===== config.mk =====
export PLATFORM = sky130hd
export DESIGN_NAME = vga_write_arbiter
export DESIGN_NICKNAME = d
export VERILOG_FILES = /design/src/rtl/vga_arb_pkg.sv /design/src/rtl/vga_write_arbiter_rr_pick.sv /design/src/rtl/vga_write_arbiter.sv
export SDC_FILE = /design/constraint.sdc
export NUM_CORES = 1
export LEC_CHECK = 0
export BUFFER_PORTS_ARGS = -buffer_cell sky130_fd_sc_hd__buf_2
export CORE_MARGIN = 3
export CORE_UTILIZATION = 50
export CTS_CLUSTER_SIZE = 25
export DETAILED_ROUTE_END_ITERATION = 16
export PLACE_DENSITY = 0.8
export SKIP_CTS_REPAIR_TIMING = 1
export SYNTH_ARGS = -nofsm -noshare
export SYNTH_HDL_FRONTEND = slang
export SYNTH_SLANG_ARGS = --single-unit

===== constraint.sdc =====
create_clock -name clock -period 5.45 [get_ports clock]
set_input_delay 0.8175 -clock clock [delete_from_list [all_inputs] [get_ports clock]]
set_output_delay 0.8175 -clock clock [all_outputs]
set_load 0.01 [all_outputs]

===== src/rtl/vga_arb_pkg.sv =====
// Shared constants, state encoding and screen-bounds helper for the VGA pixel-write arbiter.
package vga_arb_pkg;

    localparam int XW_DEF   = 8;
    localparam int YW_DEF   = 7;
    localparam int CW_DEF   = 12;
    localparam int SCREEN_W = 160;
    localparam int SCREEN_H = 120;
    localparam int OWNER_W  = 3;
    localparam int CLIP_W   = 8;

    typedef enum logic [0:0] {
        IDLE_RR = 1'b0,
        LOCKED  = 1'b1
    } arb_state_e;

    // True when a coordinate pair falls outside the visible 160x120 frame.
    function automatic logic is_offscreen(input logic [15:0] x, input logic [15:0] y);
        return (x >= 16'(SCREEN_W)) || (y >= 16'(SCREEN_H));
    endfunction

endpackage


===== src/rtl/vga_write_arbiter_rr_pick.sv =====
// Combinational round-robin picker: first asserted request after the last-served index, with wrap.
module rr_pick #(
    parameter int NREQ = 3,
    parameter int PW   = 3
) (
    input  logic [NREQ-1:0] req_i,
    input  logic [PW-1:0]   last_i,
    output logic [NREQ-1:0] gnt_o,
    output logic [PW-1:0]   idx_o,
    output logic            valid_o
);

    logic [PW-1:0] cand_s;

    // Scan last+1 .. last+NREQ (mod NREQ); the first hit wins.
    always_comb begin
        gnt_o   = '0;
        idx_o   = '0;
        valid_o = 1'b0;
        cand_s  = '0;
        for (int k = 1; k <= NREQ; k++) begin
            cand_s = PW'((int'(last_i) + k) % NREQ);
            if (!valid_o && req_i[cand_s]) begin
                valid_o        = 1'b1;
                idx_o          = cand_s;
                gnt_o[cand_s]  = 1'b1;
            end else begin
                valid_o = valid_o;
            end
        end
    end

endmodule


===== src/rtl/vga_write_arbiter.sv =====
// Round-robin arbiter with burst lock sharing the VGA adapter pixel-write port among NREQ engines.
// Define VGA_ARB_CLIP_EN to drop (and count) off-screen pixels instead of plotting them.
module vga_write_arbiter
    import vga_arb_pkg::*;
#(
    parameter int NREQ         = 3,
    parameter int XW           = XW_DEF,
    parameter int YW           = YW_DEF,
    parameter int CW           = CW_DEF,
    parameter int LOCK_TIMEOUT = 15
) (
    input  logic                clock,
    input  logic                resetn,
    input  logic [NREQ-1:0]     req,
    input  logic [NREQ-1:0]     lock,
    input  logic [NREQ*XW-1:0]  x_in,
    input  logic [NREQ*YW-1:0]  y_in,
    input  logic [NREQ*CW-1:0]  colour_in,
    output logic [NREQ-1:0]     grant,
    output logic [XW-1:0]       vga_x,
    output logic [YW-1:0]       vga_y,
    output logic [CW-1:0]       vga_colour,
    output logic                vga_plot,
    output logic [OWNER_W-1:0]  owner,
    output logic                locked,
    output logic [CLIP_W-1:0]   clip_cnt
);

    localparam int IW = (LOCK_TIMEOUT < 1) ? 1 : $clog2(LOCK_TIMEOUT + 1);

    arb_state_e         state_q, state_d;
    logic [OWNER_W-1:0] ptr_q, ptr_d;
    logic [OWNER_W-1:0] owner_q, owner_d;
    logic [IW-1:0]      idle_q, idle_d;
    logic [XW-1:0]      x_q, x_d;
    logic [YW-1:0]      y_q, y_d;
    logic [CW-1:0]      col_q, col_d;
    logic               plot_q, plot_d;

    logic [NREQ-1:0]    rr_gnt_s;
    logic [OWNER_W-1:0] rr_idx_s;
    logic               rr_valid_s;
    logic [NREQ-1:0]    grant_s;
    logic [OWNER_W-1:0] gidx_s;
    logic               gvalid_s;
    logic [XW-1:0]      x_sel_s;
    logic [YW-1:0]      y_sel_s;
    logic [CW-1:0]      col_sel_s;
    logic               clip_s;

    rr_pick #(
        .NREQ (NREQ),
        .PW   (OWNER_W)
    ) u_rr_pick (
        .req_i   (req),
        .last_i  (ptr_q),
        .gnt_o   (rr_gnt_s),
        .idx_o   (rr_idx_s),
        .valid_o (rr_valid_s)
    );

    // Arbitration FSM: next state, grant vector and lock idle counter.
    always_comb begin
        state_d  = state_q;
        ptr_d    = ptr_q;
        owner_d  = owner_q;
        idle_d   = idle_q;
        grant_s  = '0;
        gidx_s   = owner_q;
        gvalid_s = 1'b0;
        case (state_q)
            IDLE_RR: begin
                idle_d = '0;
                if (rr_valid_s) begin
                    grant_s  = rr_gnt_s;
                    gidx_s   = rr_idx_s;
                    gvalid_s = 1'b1;
                    ptr_d    = rr_idx_s;
                    owner_d  = rr_idx_s;
                    if (lock[rr_idx_s]) begin
                        state_d = LOCKED;
                    end else begin
                        state_d = IDLE_RR;
                    end
                end else begin
                    state_d = IDLE_RR;
                end
            end
            LOCKED: begin
                if (req[owner_q]) begin
                    grant_s[owner_q] = 1'b1;
                    gvalid_s         = 1'b1;
                    idle_d           = '0;
                end else begin
                    idle_d = idle_q + IW'(1);
                end
                // Release happens on the edge where the idle count reaches the timeout.
                if (!lock[owner_q] || (!req[owner_q] && (idle_d == IW'(LOCK_TIMEOUT)))) begin
                    state_d = IDLE_RR;
                    idle_d  = '0;
                end else begin
                    state_d = LOCKED;
                end
            end
            default: begin
                state_d = IDLE_RR;
                idle_d  = '0;
            end
        endcase
    end

    assign x_sel_s   = x_in[int'(gidx_s)*XW +: XW];
    assign y_sel_s   = y_in[int'(gidx_s)*YW +: YW];
    assign col_sel_s = colour_in[int'(gidx_s)*CW +: CW];

`ifdef VGA_ARB_CLIP_EN
    logic [CLIP_W-1:0] clip_q, clip_d;

    assign clip_s = gvalid_s && is_offscreen(16'(x_sel_s), 16'(y_sel_s));

    // Saturating clipped-pixel counter.
    always_comb begin
        if (clip_s && (clip_q != {CLIP_W{1'b1}})) begin
            clip_d = clip_q + CLIP_W'(1);
        end else begin
            clip_d = clip_q;
        end
    end

    // Clip counter register; only reset clears it.
    always_ff @(posedge clock or negedge resetn) begin
        if (!resetn) begin
            clip_q <= '0;
        end else begin
            clip_q <= clip_d;
        end
    end

    assign clip_cnt = clip_q;
`else
    assign clip_s   = 1'b0;
    assign clip_cnt = {CLIP_W{1'b0}};
`endif

    // Pixel output stage: load on an accepted, visible pixel; otherwise hold coordinates.
    always_comb begin
        plot_d = gvalid_s && !clip_s;
        if (plot_d) begin
            x_d   = x_sel_s;
            y_d   = y_sel_s;
            col_d = col_sel_s;
        end else begin
            x_d   = x_q;
            y_d   = y_q;
            col_d = col_q;
        end
    end

    // State, pointer and output registers.
    always_ff @(posedge clock or negedge resetn) begin
        if (!resetn) begin
            state_q <= IDLE_RR;
            ptr_q   <= OWNER_W'(NREQ - 1);
            owner_q <= '0;
            idle_q  <= '0;
            x_q     <= '0;
            y_q     <= '0;
            col_q   <= '0;
            plot_q  <= 1'b0;
        end else begin
            state_q <= state_d;
            ptr_q   <= ptr_d;
            owner_q <= owner_d;
            idle_q  <= idle_d;
            x_q     <= x_d;
            y_q     <= y_d;
            col_q   <= col_d;
            plot_q  <= plot_d;
        end
    end

    // Grant is forced low while reset is asserted so every output reads 0 in reset.
    assign grant      = resetn ? grant_s : '0;
    assign vga_x      = x_q;
    assign vga_y      = y_q;
    assign vga_colour = col_q;
    assign vga_plot   = plot_q;
    assign owner      = owner_q;
    assign locked     = (state_q == LOCKED);

endmodule


==> Word level (Yosys, flattened, before mapping) <==
Cells that the tools add are included.
{ "classes": {"n_addsub": 4, "reduce_logical": 13, "muxes": 46, "n_eq_ne": 1, "bitwise": 3, "shifts": 3, "mul": 2, "n_lt_le_gt_ge": 9, "div": 3} }
{ "op_table": {"columns": ["cell", "n"], "rows": [
  ["$mod A32 B3 Y32 const B", 3],
  ["$shiftx A36 B8 Y12", 1],
  ["$mux W3", 11],
  ["$shiftx A24 B7 Y8", 1],
  ["$shiftx A21 B7 Y7", 1],
  ["$mux W1", 18],
  ["$lt A3 B3 Y1 const B", 5],
  ["$bmux W1 S2", 6],
  ["$ge A3 B1 Y1 const B", 4],
  ["$mux W4", 3],
  ["$add A3 B2 Y4 const B", 2],
  ["$demux W1 S2", 4],
  ["$pmux W4 S2", 1],
  ["$logic_and A1 B1 Y1", 7],
  ["$mul A3 B3 Y6 const B", 1],
  ["$or A3 B3 Y3", 2],
  ["$pmux W3 S2", 1],
  ["$mul A3 B2 Y5 const B", 1],
  ["$add A3 B1 Y4 const B", 1],
  ["$add A4 B1 Y4 const B", 1],
  ["$eq A4 B4 Y1 const B", 1],
  ["$logic_not A1 Y1", 4],
  ["$pmux W1 S2", 2],
  ["$reduce_and A2 Y1", 1],
  ["2 further kinds", 2]
]} }
{ "word_totals": {"ff_bits": 39, "inputBits": 89, "output_inout_bits": 43} }

==> Depth between registers and ports, before layout <==
{ "depth": {"ltp_word": 16, "ltp_mapped": 22} }

==> Modules after synthesis <==
From an unflattened synthesis, not the netlist that was laid out.
{ "unflattened": {"cells_unflattened": 395, "area_unflattened_um2": 3482.1} }
{ "modules_own_cells": {"columns": ["module", "area_each_um2", "seq_area_each_um2", "n_inst", "cells_per_inst"], "rows": [
  ["vga_write_arbiter", 2264.7, 977.2, 1, 227],
  ["rr_pick", 1217.4, 0.0, 1, 168]
]} }

==> Worst setup path before layout <==
Ideal clock, no wire load.
{ "synth_path": {"kind": "reg-to-output", "from": "register ptr_q[0]", "to": "output grant[0]", "path_slack_ns": 0.552, "arrival_time_ns": 4.080, "path_stages_with_launch": 21, "path_buffers": 2, "cell_sequence": "dfrtp_1 buf_6 buf_6 inv_1 ha_1 xor2_1 nor2_1 ha_1 ha_1 a21o_1 nor2_1 xnor2_1 ha_1 a221oi_2 a32oi_1 nand3_1 mux2i_2 nor4b_4 a221o_2 a21oi_1 nor2b_1"} }
{ "synth_between": {"elab_chain_cells": 14} }
{ "synth_rtl": {"columns": ["element", "line_no", "text"], "rows": [
  ["from (decl)", "vga_write_arbiter.sv:32", "logic [OWNER_W-1:0] ptr_q, ptr_d;"],
  ["from (signal assigned)", "vga_write_arbiter.sv:163", "ptr_q <= OWNER_W'(NREQ - 1);"],
  ["from (signal assigned)", "vga_write_arbiter.sv:172", "ptr_q <= ptr_d;"],
  ["$add A3 B1 Y4", "vga_write_arbiter_rr_pick.sv:22", "cand_s = PW'((int'(last_i) + k) % NREQ);"],
  ["$mod A32 B3 Y32", "vga_write_arbiter_rr_pick.sv:22", null],
  ["$ge A3 B1 Y1 (not written as such), or another cell as far along", "vga_write_arbiter_rr_pick.sv:26", "gnt_o[cand_s] = 1'b1;"],
  ["$logic_and A1 B1 Y1 (not written as such) or $mux W1 (tied branches)", "vga_write_arbiter_rr_pick.sv:26, vga_write_arbiter_rr_pick.sv:23", null],
  ["$mux W1, on equally long branches", "vga_write_arbiter_rr_pick.sv:26, vga_write_arbiter_rr_pick.sv:23", null],
  ["$demux W1 S2 or $logic_not A1 Y1 (tied branches)", null, null],
  ["$mux W3 or $logic_and A1 B1 Y1 (tied branches)", "vga_write_arbiter_rr_pick.sv:23", "if (!valid_o && req_i[cand_s]) begin"],
  ["$or A3 B3 Y3 (no source line) or $mux W1 (tied branches)", null, null],
  ["$mux W3 or $logic_not A1 Y1 (tied branches)", "vga_write_arbiter_rr_pick.sv:23", null],
  ["$or A3 B3 Y3 (no source line) or $logic_and A1 B1 Y1 (tied branches)", null, null],
  ["$mux W3 or $mux W1 (tied branches)", "vga_write_arbiter_rr_pick.sv:23", null],
  ["$mux W3 (*)", "vga_write_arbiter.sv:74", "if (rr_valid_s) begin"],
  ["$pmux W3 S2 (*)", "vga_write_arbiter.sv:71", "case (state_q)"],
  ["$mux W3 (*)", "vga_write_arbiter.sv:183", "assign grant = resetn ? grant_s : '0;"],
  ["to (decl)", "vga_write_arbiter.sv:19", "output logic [NREQ-1:0] grant,"]
]} }
Mark *: on every way between the ends. The rest lies on a longest branch, timed or not. The select of a mux whose other input is x is not followed.

==> Worst setup path after layout <==
{ "layout_path": {"from": "register ptr_q[1]", "to": "output grant[0]"} }
Same word-level chain as after synthesis.

==> metrics.yaml <==
floorplan:
  design.die.area_um2: 8476
  rows: 30
  die_h_um: 92.07
  initial_utilization: 0.5305
  core_region_area_um2: 6982
  die_w_um: 92.07
  io_pins: 132
clock_network:
  clk_pin_slew_ns: 0.08
  cts_tree: "yes"
  cts_sinks: 39
  h-tree-depth: 2
  clock-root-buffer: "clkbuf_8"
  numCtsBuffers: 5
  clk_latency_ns: 0.29
  clock_path_buffers: 2
setup_path:
  path_cells: "clkinvlp_4 -> ha_2 -> buf_4 -> ha_1 -> ha_4 -> a22o_2 -> a211oi_4 -> ha_4 -> a31o_2 -> mux2_4 -> or3b_4 -> nor2_1 -> a221o_2 -> a21oi_1 -> nor2b_1 -> buf_2"
  r2r_start: "ptr_q[1]"
  worstPathMaxFanout: 9
  critical_path.top_delay_family: "adder cells"
  critPathArrivalTime_ns: 4.42
  end_kind: "output port"
  critPathSlowestCell: "dfstp_2"
  crit_type: "register to output port"
  cp_data_required_time_ns: 4.63
  cp_common_cell: "ha_4"
  slowest_delay_ns: 0.63
  start_kind: "register"
  crit_start: "ptr_q[1]"
  critical_path_buf_inv_count: 3
routing:
  remaining_drc_errors: 0
  vias: 3398
  antenna_left: 0
  via_per_inst: 5.463
  wirelength_mm: 10.08
  dr.pass1.iters: 5
  wl_per_cell_um: 16.21
  drt_iter0_drc: 143
timing:
  fmax_mhz: 191.1
  finalClockSkew_ns: 0.01445
  setup_viol: 0
  fin_ws_ns: 0.2175
  fin_crit_sh: 0.9601
  worstMarginPinSlew_ns: 1.097
  drv_slew: 0
  hold_violations: 0
  period_needed_ns: 5.233
  maxSlewHeadroom: 0.2685
placed_design:
  gp_congestion: 0.9555
  hpwl_mm: 7.749
  dp_slack_ns: 0.08646
  io_buffers: 123
synth:
  ys.flop_type: "dfrtp_1"
  synth_edf_count: 0
  async_flop_share: 1.000
  syn_area_per_cell_um2: 9.424
  synth_cell_type_count: 75
  syn-cell-area_um2: 3704
  yosysSeqAreaShare: 0.2639
  synth_cells: 393
  synth_seq_cells: 39
  yosys_warnings: 0
min_path:
  hold_start: "vga_colour[8]"
  hp-class: "register to register"
grt:
  grt_overflow: 0
  grt_pass1_vias: 3423
  grt_use_total: 0.2285
  antenna_found_initial: 0
  grt_max_degree: 43
  grt_first_pass_wirelength_mm: 16.05
finish:
  nets: 636
  n_antenna_cell: 0
  drive_gt1_frac: 0.4354
  area_growth_pct: 26.99
job:
  maxCapViolCount: 0
run_status:
  status: "complete, no violations"
==> worst reg2reg max path, cell delays in order (launching register included) <==
cell and delay (ns):
dfstp_2 0.63, clkinvlp_4 0.20, ha_2 0.26, xor2_4 0.25, buf_4 0.15, nand2_1 0.10
ha_4 0.19, a21o_1 0.20, nor2_2 0.14, xnor2_1 0.09, ha_2 0.23, a221oi_4 0.28
a21oi_2 0.11, a211oi_2 0.27, mux2i_4 0.13, buf_4 0.17, a21oi_2 0.17, buf_4 0.18
mux2i_4 0.25, buf_12 0.24, mux2i_1 0.30, o221ai_2 0.12
==> through the flow <==
stage | std cells | utilization | area (um2) | setup TNS, ns | hold slack [ns]
floorplan | 400 | - | 3730 | 0 | 0.4457
finish | 622 | 0.6737 | 4703 | 0 | 0.4926
global placement | 601 | 0.6185 | 4318 | 0 | 0.4674
CTS | 609 | 0.6375 | 4451 | -0.4534 | 0.4938
detailed placement | 601 | 0.6185 | 4318 | 0 | 0.4733
global route | 622 | 0.6737 | 4703 | -0.1132 | 0.5183
==> synthesized netlist by cell type, types with 4 or more instances <==
master | instances | area, um2
nor3_1 | 6 | 30.03
o221ai_2 | 20 | 300.3
mux2_2 | 5 | 56.30
buf_6 | 11 | 123.9
buf_4 | 11 | 82.58
xnor2_1 | 6 | 52.55
nor2_1 | 22 | 82.58
nand2_1 | 45 | 168.9
dfrtp_1 | 38 | 950.9
nand3_1 | 9 | 45.04
ha_1 | 22 | 275.3
inv_1 | 46 | 172.7
nor2b_1 | 10 | 62.56
a21oi_1 | 11 | 55.05
mux2i_1 | 36 | 360.4
o221ai_1 | 7 | 61.31
o21ai_0 | 9 | 45.04
o21a_1 | 4 | 30.03
==> final timing paths <==
kind	endpoint	slack, ns	cells past startpoint
min in group asynchronous	vga_colour[3]	0.65	1
max in group asynchronous	vga_x[2]	4.21	1
worst max register to register	vga_colour[2]	0.65	21
worst min-delay path	vga_colour[8]	0.49	2
worst min register to register	vga_colour[8]	0.49	2
worst max-delay path	grant[0]	0.22	16
==> layer usage <==
metal / part of all wire / global-route usage
met4: 0.013 / 0.05817
met5: 0 / 0
met1: 0.41 / 0.2752
met3: 0.059 / 0.04184
met2: 0.52 / 0.4167
==> layout by cell type (no fill, tap or decap), types with 10 or more instances in the layout <==
cell type	netlist	routed
o221ai_2	20	20
nor2_1	22	20
mux2i_1	36	35
ha_1	22	14
dfrtp_1	38	38
buf_4	11	21
buf_2	1	123
nor2b_1	10	10
nand2_1	45	45
inv_1	46	45
==> logic make-up (layout without fill, tap and decap cells) <==
logic type,count (synthesis),in the layout,synth area share
other,1,8,0.001013
and+or+nand+nor,116,116,0.1652
DFF,39,39,0.2639
buffers and inverters,74,200,0.1135
adders and majority gates,22,22,0.07432
xor gates and xnor gates,10,10,0.02568
muxes,43,43,0.1203
AOI/OAI and AO/OA,88,88,0.2362
==> layout make-up <==
cell class	instances	area (um2)
multi-input cells	287	2484
fillers	565	2278
flip-flops and latches	39	977.2
repair buffers	146	813.3
inverters	46	176.4
well taps	96	120.1
clock buffers	6	72.57
clock inverters	2	60.06
==> registers in the layout, indices dropped and copies added, names as in the netlist <==
signal	count
vga_y	7
vga_x	8
vga_plot	1
ptr_q	3
vga_colour	12
idle_q	4
owner	3
locked	1
Power is left out: the tool's default activity adds up to more than one toggle a clock period on the data nets, which glitch-free logic cannot reach.
